<file path="config.mk">
export PLATFORM = sky130hd
export DESIGN_NAME = riscv_test_ctrl
export DESIGN_NICKNAME = d
export VERILOG_FILES = /design/src/rtl/riscv_test_ctrl.sv
export SDC_FILE = /design/constraint.sdc
export NUM_CORES = 1
export LEC_CHECK = 0
export BUFFER_PORTS_ARGS = -buffer_cell sky130_fd_sc_hd__buf_2
export CORE_ASPECT_RATIO = 1.2
export CORE_MARGIN = 8
export CORE_UTILIZATION = 50
export DETAILED_ROUTE_END_ITERATION = 10
export PLACE_DENSITY_LB_ADDON = 0.08
export SETUP_SLACK_MARGIN = 0.4
export SYNTH_ARGS = -nofsm -noshare
export SYNTH_HDL_FRONTEND = slang
export SYNTH_SLANG_ARGS = --single-unit
</file>
<file path="constraint.sdc">
create_clock -name clk -period 20.1 [get_ports clk]
set_input_delay 4.02 -clock clk [delete_from_list [all_inputs] [get_ports clk]]
set_output_delay 4.02 -clock clk [all_outputs]
set_load 0.01 [all_outputs]
</file>
<file path="src/rtl/riscv_test_ctrl.sv">
// Test controller for a single RISC-V core: reset sequencing, LFSR stimulus,
// expected-store checking against the core's store bus, and pass/fail/timeout reporting.
module riscv_test_ctrl #(
  parameter int unsigned     XLEN        = 32,
  parameter int unsigned     FIFO_DEPTH  = 8,
  parameter int unsigned     RST_CYCLES  = 3,
  parameter int unsigned     MAX_CYCLES  = 1024,
  parameter logic [XLEN-1:0] TOHOST_ADDR = 32'h0000_0064,
  parameter logic [31:0]     SEED        = 32'h1,
  localparam int unsigned    CW          = $clog2(MAX_CYCLES + 1)
) (
  input  logic            clk,
  input  logic            reset,
  input  logic            start,
  output logic            core_reset,
  input  logic            mem_write,
  input  logic [XLEN-1:0] alu_result,
  input  logic [XLEN-1:0] write_data,
  input  logic            exp_valid,
  output logic            exp_ready,
  input  logic [XLEN-1:0] exp_addr,
  input  logic [XLEN-1:0] exp_data,
  output logic [XLEN-1:0] rand_data,
  output logic            done,
  output logic            pass,
  output logic            fail,
  output logic [2:0]      err_code,
  output logic [CW-1:0]   cycle_count,
  output logic [15:0]     store_count
);

  localparam int unsigned AW = (FIFO_DEPTH > 1) ? $clog2(FIFO_DEPTH) : 1;
  localparam int unsigned NW = $clog2(FIFO_DEPTH + 1);
  localparam int unsigned RW = (RST_CYCLES > 1) ? $clog2(RST_CYCLES) : 1;

  // Galois taps for x^32+x^22+x^2+x+1, right-shifting form
  localparam logic [31:0]     LFSR_TAPS  = 32'h8020_0003;
  localparam logic [31:0]     LFSR_INIT  = (SEED == 32'h0) ? 32'h1 : SEED;
  localparam logic [CW-1:0]   LAST_CYCLE = CW'(MAX_CYCLES - 1);
  localparam logic [NW-1:0]   FIFO_FULL  = NW'(FIFO_DEPTH);
  localparam logic [RW-1:0]   RST_LOAD   = RW'(RST_CYCLES - 1);

  localparam logic [2:0] ERR_NONE     = 3'd0;
  localparam logic [2:0] ERR_UNEXP    = 3'd1;
  localparam logic [2:0] ERR_MISMATCH = 3'd2;
  localparam logic [2:0] ERR_EARLY    = 3'd3;
  localparam logic [2:0] ERR_VALUE    = 3'd4;
  localparam logic [2:0] ERR_TIMEOUT  = 3'd5;

  typedef enum logic [2:0] {
    S_IDLE,
    S_RSTSEQ,
    S_RUN,
    S_PASS,
    S_FAIL
  } state_e;

  state_e          state_q;
  logic            core_reset_q;
  logic            done_q;
  logic            pass_q;
  logic            fail_q;
  logic [2:0]      err_q;
  logic [CW-1:0]   cycle_q;
  logic [15:0]     store_cnt_q;
  logic [31:0]     lfsr_q;
  logic [31:0]     lfsr_d;
  logic [RW-1:0]   rst_cnt_q;

  logic [XLEN-1:0] fifo_addr_q [FIFO_DEPTH];
  logic [XLEN-1:0] fifo_data_q [FIFO_DEPTH];
  logic [AW-1:0]   wr_ptr_q;
  logic [AW-1:0]   wr_ptr_d;
  logic [AW-1:0]   rd_ptr_q;
  logic [AW-1:0]   rd_ptr_d;
  logic [NW-1:0]   count_q;
  logic [NW-1:0]   count_d;
  logic            exp_ready_q;
  logic            exp_ready_d;

  logic            push;
  logic            pop;
  logic            head_valid;
  logic [XLEN-1:0] head_addr;
  logic [XLEN-1:0] head_data;
  logic            run_active;
  logic            store_end;
  logic            store_pass;
  logic [2:0]      store_code;
  logic            timeout;

  assign run_active = (state_q == S_RUN);
  assign push       = exp_valid && exp_ready_q;
  assign head_valid = (count_q != '0);
  assign head_addr  = fifo_addr_q[rd_ptr_q];
  assign head_data  = fifo_data_q[rd_ptr_q];

  // Store check uses the registered head only; a same-cycle push is not visible
  always_comb begin
    store_end  = 1'b0;
    store_pass = 1'b0;
    store_code = ERR_NONE;
    pop        = 1'b0;
    if (run_active && mem_write) begin
      if (alu_result == TOHOST_ADDR) begin
        store_end = 1'b1;
        if (write_data != XLEN'(1)) begin
          store_code = ERR_VALUE;
        end else if (head_valid) begin
          store_code = ERR_EARLY;
        end else begin
          store_pass = 1'b1;
        end
      end else if (!head_valid) begin
        store_end  = 1'b1;
        store_code = ERR_UNEXP;
      end else if ((alu_result != head_addr) || (write_data != head_data)) begin
        store_end  = 1'b1;
        store_code = ERR_MISMATCH;
      end else begin
        pop = 1'b1;
      end
    end
  end

  assign timeout = run_active && (cycle_q == LAST_CYCLE) && !store_end;
  assign lfsr_d  = {1'b0, lfsr_q[31:1]} ^ (lfsr_q[0] ? LFSR_TAPS : 32'h0);

  always_comb begin
    wr_ptr_d = push ? wr_ptr_q + AW'(1) : wr_ptr_q;
    rd_ptr_d = pop  ? rd_ptr_q + AW'(1) : rd_ptr_q;
    count_d  = count_q;
    if (push && !pop) begin
      count_d = count_q + NW'(1);
    end else if (pop && !push) begin
      count_d = count_q - NW'(1);
    end
    exp_ready_d = (count_d != FIFO_FULL);
  end

  always_ff @(posedge clk) begin
    if (push) begin
      fifo_addr_q[wr_ptr_q] <= exp_addr;
      fifo_data_q[wr_ptr_q] <= exp_data;
    end
  end

  always_ff @(posedge clk or negedge reset) begin
    if (!reset) begin
      wr_ptr_q    <= '0;
      rd_ptr_q    <= '0;
      count_q     <= '0;
      exp_ready_q <= 1'b0;
    end else begin
      wr_ptr_q    <= wr_ptr_d;
      rd_ptr_q    <= rd_ptr_d;
      count_q     <= count_d;
      exp_ready_q <= exp_ready_d;
    end
  end

  always_ff @(posedge clk or negedge reset) begin
    if (!reset) begin
      state_q      <= S_IDLE;
      core_reset_q <= 1'b1;
      done_q       <= 1'b0;
      pass_q       <= 1'b0;
      fail_q       <= 1'b0;
      err_q        <= ERR_NONE;
      cycle_q      <= '0;
      store_cnt_q  <= '0;
      lfsr_q       <= LFSR_INIT;
      rst_cnt_q    <= '0;
    end else begin
      case (state_q)
        S_IDLE, S_PASS, S_FAIL: begin
          if (start) begin
            state_q      <= S_RSTSEQ;
            core_reset_q <= 1'b1;
            done_q       <= 1'b0;
            pass_q       <= 1'b0;
            fail_q       <= 1'b0;
            err_q        <= ERR_NONE;
            cycle_q      <= '0;
            store_cnt_q  <= '0;
            lfsr_q       <= LFSR_INIT;
            rst_cnt_q    <= RST_LOAD;
          end
        end
        S_RSTSEQ: begin
          if (rst_cnt_q == '0) begin
            state_q      <= S_RUN;
            core_reset_q <= 1'b0;
          end else begin
            rst_cnt_q <= rst_cnt_q - RW'(1);
          end
        end
        S_RUN: begin
          cycle_q <= cycle_q + CW'(1);
          lfsr_q  <= lfsr_d;
          if (pop && (store_cnt_q != 16'hFFFF)) begin
            store_cnt_q <= store_cnt_q + 16'd1;
          end
          if (store_end) begin
            state_q      <= store_pass ? S_PASS : S_FAIL;
            core_reset_q <= 1'b1;
            done_q       <= 1'b1;
            pass_q       <= store_pass;
            fail_q       <= !store_pass;
            err_q        <= store_code;
          end else if (timeout) begin
            state_q      <= S_FAIL;
            core_reset_q <= 1'b1;
            done_q       <= 1'b1;
            fail_q       <= 1'b1;
            err_q        <= ERR_TIMEOUT;
          end
        end
        default: begin
          state_q      <= S_IDLE;
          core_reset_q <= 1'b1;
        end
      endcase
    end
  end

  assign core_reset  = core_reset_q;
  assign exp_ready   = exp_ready_q;
  assign rand_data   = XLEN'(lfsr_q);
  assign done        = done_q;
  assign pass        = pass_q;
  assign fail        = fail_q;
  assign err_code    = err_q;
  assign cycle_count = cycle_q;
  assign store_count = store_cnt_q;

endmodule

</file>
==> impl_metrics.env, run 1 <==
export IMPL_ioPinCount=200
export IMPL_path_cells="buf_2 -> and3_1 -> o22ai_1 -> nor4_1 -> nand4_1 -> nor3_2 -> a21o_1 -> and4_1 -> mux2i_1"
export IMPL_tritoncts="done"
export IMPL_cp_max_fo=24
export IMPL_start_util=0.504
export IMPL_p_per_area_nw_per_um2=110
export IMPL_ir_worst_vdd_mv=0.0807
export IMPL_startpoint_type="primary input"
export IMPL_grt_pass1_vias=13493
export IMPL_syn_nets=1530
export IMPL_hold_path_depth=2
export IMPL_synth_largest_area_cell="edfxtp_1"
export IMPL_synth_area_top_cells="edfxtp_1 (64%), dfrtp_1 (8.3%), mux4_2 (7.1%)"
export IMPL_ys_flop_type="edfxtp_1"
export IMPL_nets=1749
export IMPL_tns_ns=0
export IMPL_cts_sinks=594
export IMPL_hold_viol=0
export IMPL_design_area_um2=27600
export IMPL_outcome="completed"
export IMPL_drive_gt1_frac=0.247
export IMPL_hp_start="rand_data[15]"
export IMPL_synth_compound_area_frac=0.0448
export IMPL_synth_top_area_frac=0.637
export IMPL_yosysWarnings=0
export IMPL_syn_avg_cell_area_um2=17.4
export IMPL_rrSetupSlack_ns=13.69
export IMPL_htreeDepth=2
export IMPL_synth_xor_area_frac=0.0236
export IMPL_crit_required_ns=20.63
export IMPL_p_total_mw=3.04
export IMPL_gp_congestion=0.794
export IMPL_relSlewSlack=0.278
export IMPL_worstSetupPathType="in -> reg"
export IMPL_setup_violations=0
export IMPL_max_stage_delay_ns=0.82
export IMPL_rsz0062_at_grt="false"
export IMPL_finalClockSkew_ns=0.0193
export IMPL_clock_latency_ns=0.61
export IMPL_worstMarginPinSlew_ns=1.08
export IMPL_cts_buffer_depth=3
export IMPL_synth_area_um2=24200
export IMPL_num_rows=88
export IMPL_hp_class="reg -> reg"
export IMPL_die_area_um2=55600
export IMPL_final_core_util=0.576
export IMPL_gr_total_overflow=0
export IMPL_drtPass1Iterations=7
export IMPL_muxShareOfSynthArea=0.135
export IMPL_core_region_area_um2=47900
export IMPL_drtIter0Drc=1249
export IMPL_portBuffers=199
export IMPL_ctsHoldBuffers=0
export IMPL_synthAdderAreaFrac=0.00363
export IMPL_drt_wl_total_mm=58.0
export IMPL_path_buf_inv=1
export IMPL_synth_seq_area_share=0.722
export IMPL_reg2reg_to="store_count[5]"
export IMPL_mostFrequentLayoutCells="edfxtp_1 (512), buf_2 (198), mux2i_1 (151)"
export IMPL_cts_resized=0
export IMPL_num_fill_cells=3769
export IMPL_ys_ff_latch=594
export IMPL_async_reset_ff_frac=0.138
export IMPL_avgRoutedWirePerCell_um=25.3
export IMPL_period_share=0.338
export IMPL_place_area_um2=25800
export IMPL_viasPerCell=5.83
export IMPL_globalRouteTotalUtil=0.205
export IMPL_critPathSlowestCell="nor3_2"
export IMPL_fmax_ghz=0.147
export IMPL_r2r_start="rd_ptr_q[0]"
export IMPL_drt_drc_violations_left=0
export IMPL_vias=13381
export IMPL_leakage_nw=9.45
export IMPL_drv_slew=0
export IMPL_end_kind="flip-flop"
export IMPL_grt_max_degree=83
export IMPL_cts_root_buffer="clkbuf_16"
export IMPL_synth_top_family_by_area="multiplexers"
export IMPL_die_h_um=257
export IMPL_syn_inst=1390
export IMPL_synth_edff_count=512
export IMPL_yosys_area_share_simple=0.0529
export IMPL_postCtsSetupBuffers=0
export IMPL_cts_buffers_inserted=58
export IMPL_cp_top_family="simple AND/OR/NAND/NOR gates"
export IMPL_dp_hpwl_mm=35.8
export IMPL_antenna_left=0
export IMPL_reg2regPathDepth=12
export IMPL_grt_pass1_wl_mm=86.0
export IMPL_antenna_found_initial=14
export IMPL_timing_final_crit_period_ns=6.80
export IMPL_area_growth_pct=14.2
export IMPL_final_common_cell="edfxtp_1"
export IMPL_worstPathArrival_ns=7.33
export IMPL_fp_dieW_um=217
export IMPL_drv_cap=0
export IMPL_synth_cell_type_count=60
export IMPL_min_to="rand_data[14]"
export IMPL_path_clk_slew_ns=0.06
metal layers:
metal / vias to the layer above / share of wire / GRT usage
li1: 5968 / - / -
met1: 6867 / 0.41 / 0.270
met2: 424 / 0.48 / 0.332
met3: 110 / 0.078 / 0.0515
met4: 12 / 0.029 / 0.0675
met5: - / 0.0012 / 0.00900
area by class of cell:
| class | count | area (µm²) | share of cell area |
|---|---|---|---|
| Clock buffer | 77 | 1560 | 0.0567 |
| Inverter | 12 | 45.0 | 0.00163 |
| Tap cell | 630 | 788 | 0.0286 |
| Antenna cell | 7 | 17.5 | 0.000635 |
| Clock inverter | 31 | 206 | 0.00749 |
| Sequential cell | 594 | 17400 | 0.633 |
| Timing Repair Buffer | 224 | 1190 | 0.0430 |
| Multi-Input combinational cell | 719 | 6320 | 0.229 |
worst max path at each step:
stage / startpoint / endpoint / cells after the start
after floorplan: exp_valid / fifo_addr_q[0][0] / 2
after global placement: alu_result[18] / store_count[5] / 9
after detailed placement: alu_result[18] / store_count[5] / 9
after CTS: alu_result[18] / store_count[5] / 9
after global routing: write_data[26] / store_count[8] / 9
final: write_data[4] / store_count[5] / 9
Yosys cell counts (all sizes together) (2+ instances only):
cell type	number
a21o	3
a21oi	18
a221oi	17
a22o	18
a22oi	18
a31o	3
a31oi	8
a41o	7
and2	7
and3	17
and4	2
buf	39
clkbuf	26
dfrtp	80
dfstp	2
edfxtp	512
ha	7
inv	12
mux2	3
mux2i	151
mux4	76
nand2	103
nand2b	8
nand3	13
nand4	21
nor2	35
nor2b	6
nor3	13
nor4	24
nor4b	2
o211ai	2
o21ai	51
o22ai	4
o32ai	2
o41ai	2
or4	2
xnor2	19
xor2	46
metrics by stage:
step           instances  setup slack [ns]  hold WS (ns)
2_1_floorplan       1390              9.20         0.457
3_3_place_gp        2179             12.64         0.480
3_5_place_dp        2179             12.54         0.487
4_1_cts             2287             13.20         0.509
5_1_grt             2289             13.06         0.520
6_report            2294             13.30         0.504
registers in the layout, summed over array words and instances (netlist names):
signal,cells
rst_cnt_q,2
count_q,4
err_code,3
fifo_data_q,256
wr_ptr_q,3
state_q,3
pass,1
rand_data,32
fifo_addr_q,256
cycle_count,11
store_count,16
core_reset,1
fail,1
rd_ptr_q,3
exp_ready,1
done,1
kinds of logic (layout without fill, tap and decap cells):
group	count (synthesis)	in the layout
xor gates and xnor gates	65	65
adders and majority gates	7	7
AOI/OAI and AO/OA	159	159
DFF	594	594
muxes	230	230
other	0	7
buffers and inverters	77	344
and+or+nand+nor	258	258
report_power, final:
part	internal [mW]	switching, mW	leakage (nW)
Clock	0.571	0.449	0.874
Sequential	1.54	0.0588	5.74
Combinational	0.129	0.292	2.83
tightest hold or removal path, delay by kind of cell, from the launching register on:
kind            cells  cell delay, ns
simple gates        1            0.05
flops               1            0.36
compound gates      1            0.06
Note: power is estimated with default switching activity, not from simulation.
==> inputs of run 2 (changes only) <==
--- a/config.mk
+++ b/config.mk
@@ -5,6 +5,7 @@
 export SDC_FILE = /design/constraint.sdc
 export NUM_CORES = 1
 export LEC_CHECK = 0
+export ABC_AREA = 1
 export BUFFER_PORTS_ARGS = -buffer_cell sky130_fd_sc_hd__buf_2
 export CORE_ASPECT_RATIO = 1.2
 export CORE_MARGIN = 8
==> constraint.sdc (replaced) <==
create_clock -name clk -period 5.94 [get_ports clk]
set_input_delay 1.188 -clock clk [delete_from_list [all_inputs] [get_ports clk]]
set_output_delay 1.188 -clock clk [all_outputs]
set_load 0.01 [all_outputs]
==> impl_metrics.env, run 2 <==
export IMPL_die_h_um=272
export IMPL_viasPerCell=5.31
export IMPL_ys_flop_type="edfxtp_1"
export IMPL_grt_max_degree=139
export IMPL_leakage_nw=13.8
export IMPL_path_clk_slew_ns=0.06
export IMPL_portBuffers=199
export IMPL_dp_cells=3723
export IMPL_p_sw_mw=2.94
export IMPL_htreeDepth=2
export IMPL_drv_slew=0
export IMPL_ctsHoldBuffers=0
export IMPL_crit_start="rd_ptr_q[0]"
export IMPL_postCtsSetupBuffers=0
export IMPL_vias=20393
export IMPL_power_frac_comb=0.144
export IMPL_synth_edff_count=512
export IMPL_p_int_mw=7.99
export IMPL_synth_area_top_cells="edfxtp_1 (56%), nand2_1 (14%), nand3_1 (8.0%)"
export IMPL_mostFrequentLayoutCells="nand2_1 (1036), edfxtp_1 (512), nand3_1 (434)"
export IMPL_grt_pass1_vias=19549
export IMPL_p_per_area_nw_per_um2=351
export IMPL_synth_area_um2=27300
export IMPL_worstMarginPinSlew_ns=1.15
export IMPL_drt_drc_violations_left=0
export IMPL_end_kind="flip-flop"
export IMPL_synth_cell_type_count=40
export IMPL_cts_sinks=594
export IMPL_busiest_layer="met2"
export IMPL_worstSetupPathType="reg -> reg"
export IMPL_ir_worst_vdd_mv=0.266
export IMPL_tns_ns=0
export IMPL_core_region_area_um2=53800
export IMPL_setup_violations=0
export IMPL_startpoint_type="flip-flop"
export IMPL_clkPwrFrac=0.368
export IMPL_num_rows=93
export IMPL_num_fill_cells=4656
export IMPL_cts_resized=0
export IMPL_timing_final_crit_period_ns=4.36
export IMPL_p_seq_frac=0.488
export IMPL_cp_max_fo=82
export IMPL_critPathSlowestCell="dfrtp_4"
export IMPL_antenna_found_initial=19
export IMPL_reg2reg_to="store_count[3]"
export IMPL_worstPathArrival_ns=4.87
export IMPL_synth_top_area_frac=0.564
export IMPL_critical_path_depth=19
export IMPL_stdcell_count=3844
export IMPL_ys_ff_latch=594
export IMPL_gp_congestion=0.894
export IMPL_cts_buffer_depth=3
export IMPL_path_cells="inv_6 -> buf_12 -> nand2_1 -> nand3_1 -> nand3_1 -> nand2_1 -> nand2_1 -> nand2_1 -> nor2_1 -> nand2_1 -> nor2_1 -> nand2_1 -> nor2_2 -> nand4_4 -> nor2_2 -> nor2_2 -> clkinv_2 -> a21oi_1 -> nor2_1"
export IMPL_cts_buffers_inserted=60
export IMPL_die_area_um2=62300
export IMPL_hold_viol=0
export IMPL_gr_total_overflow=0
export IMPL_reg2regPathDepth=19
export IMPL_worst_hold_slack_ns=0.397
export IMPL_avgRoutedWirePerCell_um=19.8
export IMPL_area_growth_pct=14.0
export IMPL_nets=3213
export IMPL_hp_class="in -> async"
export IMPL_drt_wl_total_mm=76.1
export IMPL_final_common_cell="nand2_1"
export IMPL_grtUsageMet1=0.306
export IMPL_syn_inst=2889
export IMPL_postLayoutSetupSlackWorst_ns=1.58
export IMPL_syn_avg_cell_area_um2=9.44
export IMPL_drv_cap=0
export IMPL_synth_largest_area_cell="edfxtp_1"
export IMPL_syn_nets=3029
export IMPL_crit_required_ns=6.44
export IMPL_path_buf_inv=3
export IMPL_clock_latency_ns=0.63
export IMPL_fmax_ghz=0.229
export IMPL_finalClockSkew_ns=0.0260
export IMPL_synthTopCellsByCount="nand2_1 (1036), edfxtp_1 (512), nand3_1 (434)"
export IMPL_dp_hpwl_mm=48.8
export IMPL_rsz0062_at_grt="false"
export IMPL_grt_pass1_wl_mm=115
export IMPL_drive_gt1_frac=0.115
export IMPL_cp_top_family="simple AND/OR/NAND/NOR gates"
export IMPL_synth_seq_area_share=0.639
export IMPL_globalRouteTotalUtil=0.238
export IMPL_drtPass1Iterations=5
export IMPL_use_met2=0.407
export IMPL_crit_top_cell="nand2_1"
export IMPL_yosysMostFrequentCell="nand2_1"
export IMPL_r2r_start="rd_ptr_q[0]"
export IMPL_crit_end="store_count[3]"
export IMPL_tritoncts="done"
export IMPL_max_stage_delay_ns=0.73
export IMPL_rrSetupSlack_ns=1.58
export IMPL_fp_dieW_um=229
export IMPL_outcome="completed"
export IMPL_antenna_left=0
export IMPL_drtIter0Drc=1791
export IMPL_grt_use_met3=0.0405
export IMPL_start_util=0.507
export IMPL_yosysWarnings=0
export IMPL_pre_cts_ws_ns=1.59
export IMPL_final_core_util=0.578
export IMPL_period_share=0.735
export IMPL_async_reset_ff_frac=0.138
export IMPL_ioPinCount=200
export IMPL_cts_root_buffer="clkbuf_16"
export IMPL_relSlewSlack=0.229
export IMPL_p_sw_frac=0.269
-- run 2: worst register-to-register path, delay by kind of cell (launching register included) --
kind | cells | cell delay, ns
AO/OA/AOI/OAI | 1 | 0.23
buffers and inverters | 3 | 1.40
flip-flops | 1 | 0.73
AND/OR/NAND/NOR | 15 | 1.89
-- run 2: kinds of logic (layout without fill, tap and decap cells) --
| logic type | count (synthesis) | after routing | synth area share |
|---|---|---|---|
| adder cells (fa/ha/maj) | 7 | 7 | 0.00321 |
| other | 0 | 9 | 0 |
| AND/OR/NAND/NOR | 1660 | 1660 | 0.255 |
| flip-flops | 594 | 594 | 0.639 |
| AO/OA/AOI/OAI | 88 | 88 | 0.0203 |
| buffers and inverters | 529 | 763 | 0.0790 |
| XOR/XNOR | 11 | 11 | 0.00353 |
-- run 2: through the flow --
step | total power, mW | instance area [µm²]
after floorplan | 6.35 | 27300
after global placement | 6.95 | 29000
after detailed placement | 6.99 | 29000
after CTS | 11.0 | 31100
after global routing | 11.4 | 31100
final | 10.9 | 31100
-- run 2: area by class of cell --
type	instances	area, µm²	share of cell area
clock buffers	71	1540	0.0496
inverters	419	1580	0.0509
repair buffers	232	1310	0.0421
multi-input cells	1766	7750	0.249
clock inverters	41	558	0.0179
well taps	712	891	0.0286
flip-flops and latches	594	17400	0.561
diodes	9	22.5	0.000724
-- run 2: power groups by stage --
stage                     logic (mW)  clock network, mW  registers (mW)
after floorplan                0.899                  0            5.45
final                           1.58               4.02            5.33
after global routing            1.75               4.24            5.38
after CTS                       1.59               4.09            5.33
after detailed placement        1.58                  0            5.41
after global placement          1.55                  0            5.40
-- run 2: layer usage --
metal,vias up,wire [µm]
met5,-,76
met4,14,2400
met3,156,5060
met2,692,37000
met1,9722,31600
li1,9809,-
-- run 2: worst min path at each step --
stage / slack (ns) / end / startpoint
2_1_floorplan: 0.47 / core_reset / core_reset
3_5_place_dp: 0.45 / core_reset / core_reset
6_report: 0.40 / store_count[13] / reset
4_1_cts: 0.37 / store_count[13] / reset
5_1_grt: 0.39 / store_count[6] / reset
3_3_place_gp: 0.45 / core_reset / core_reset
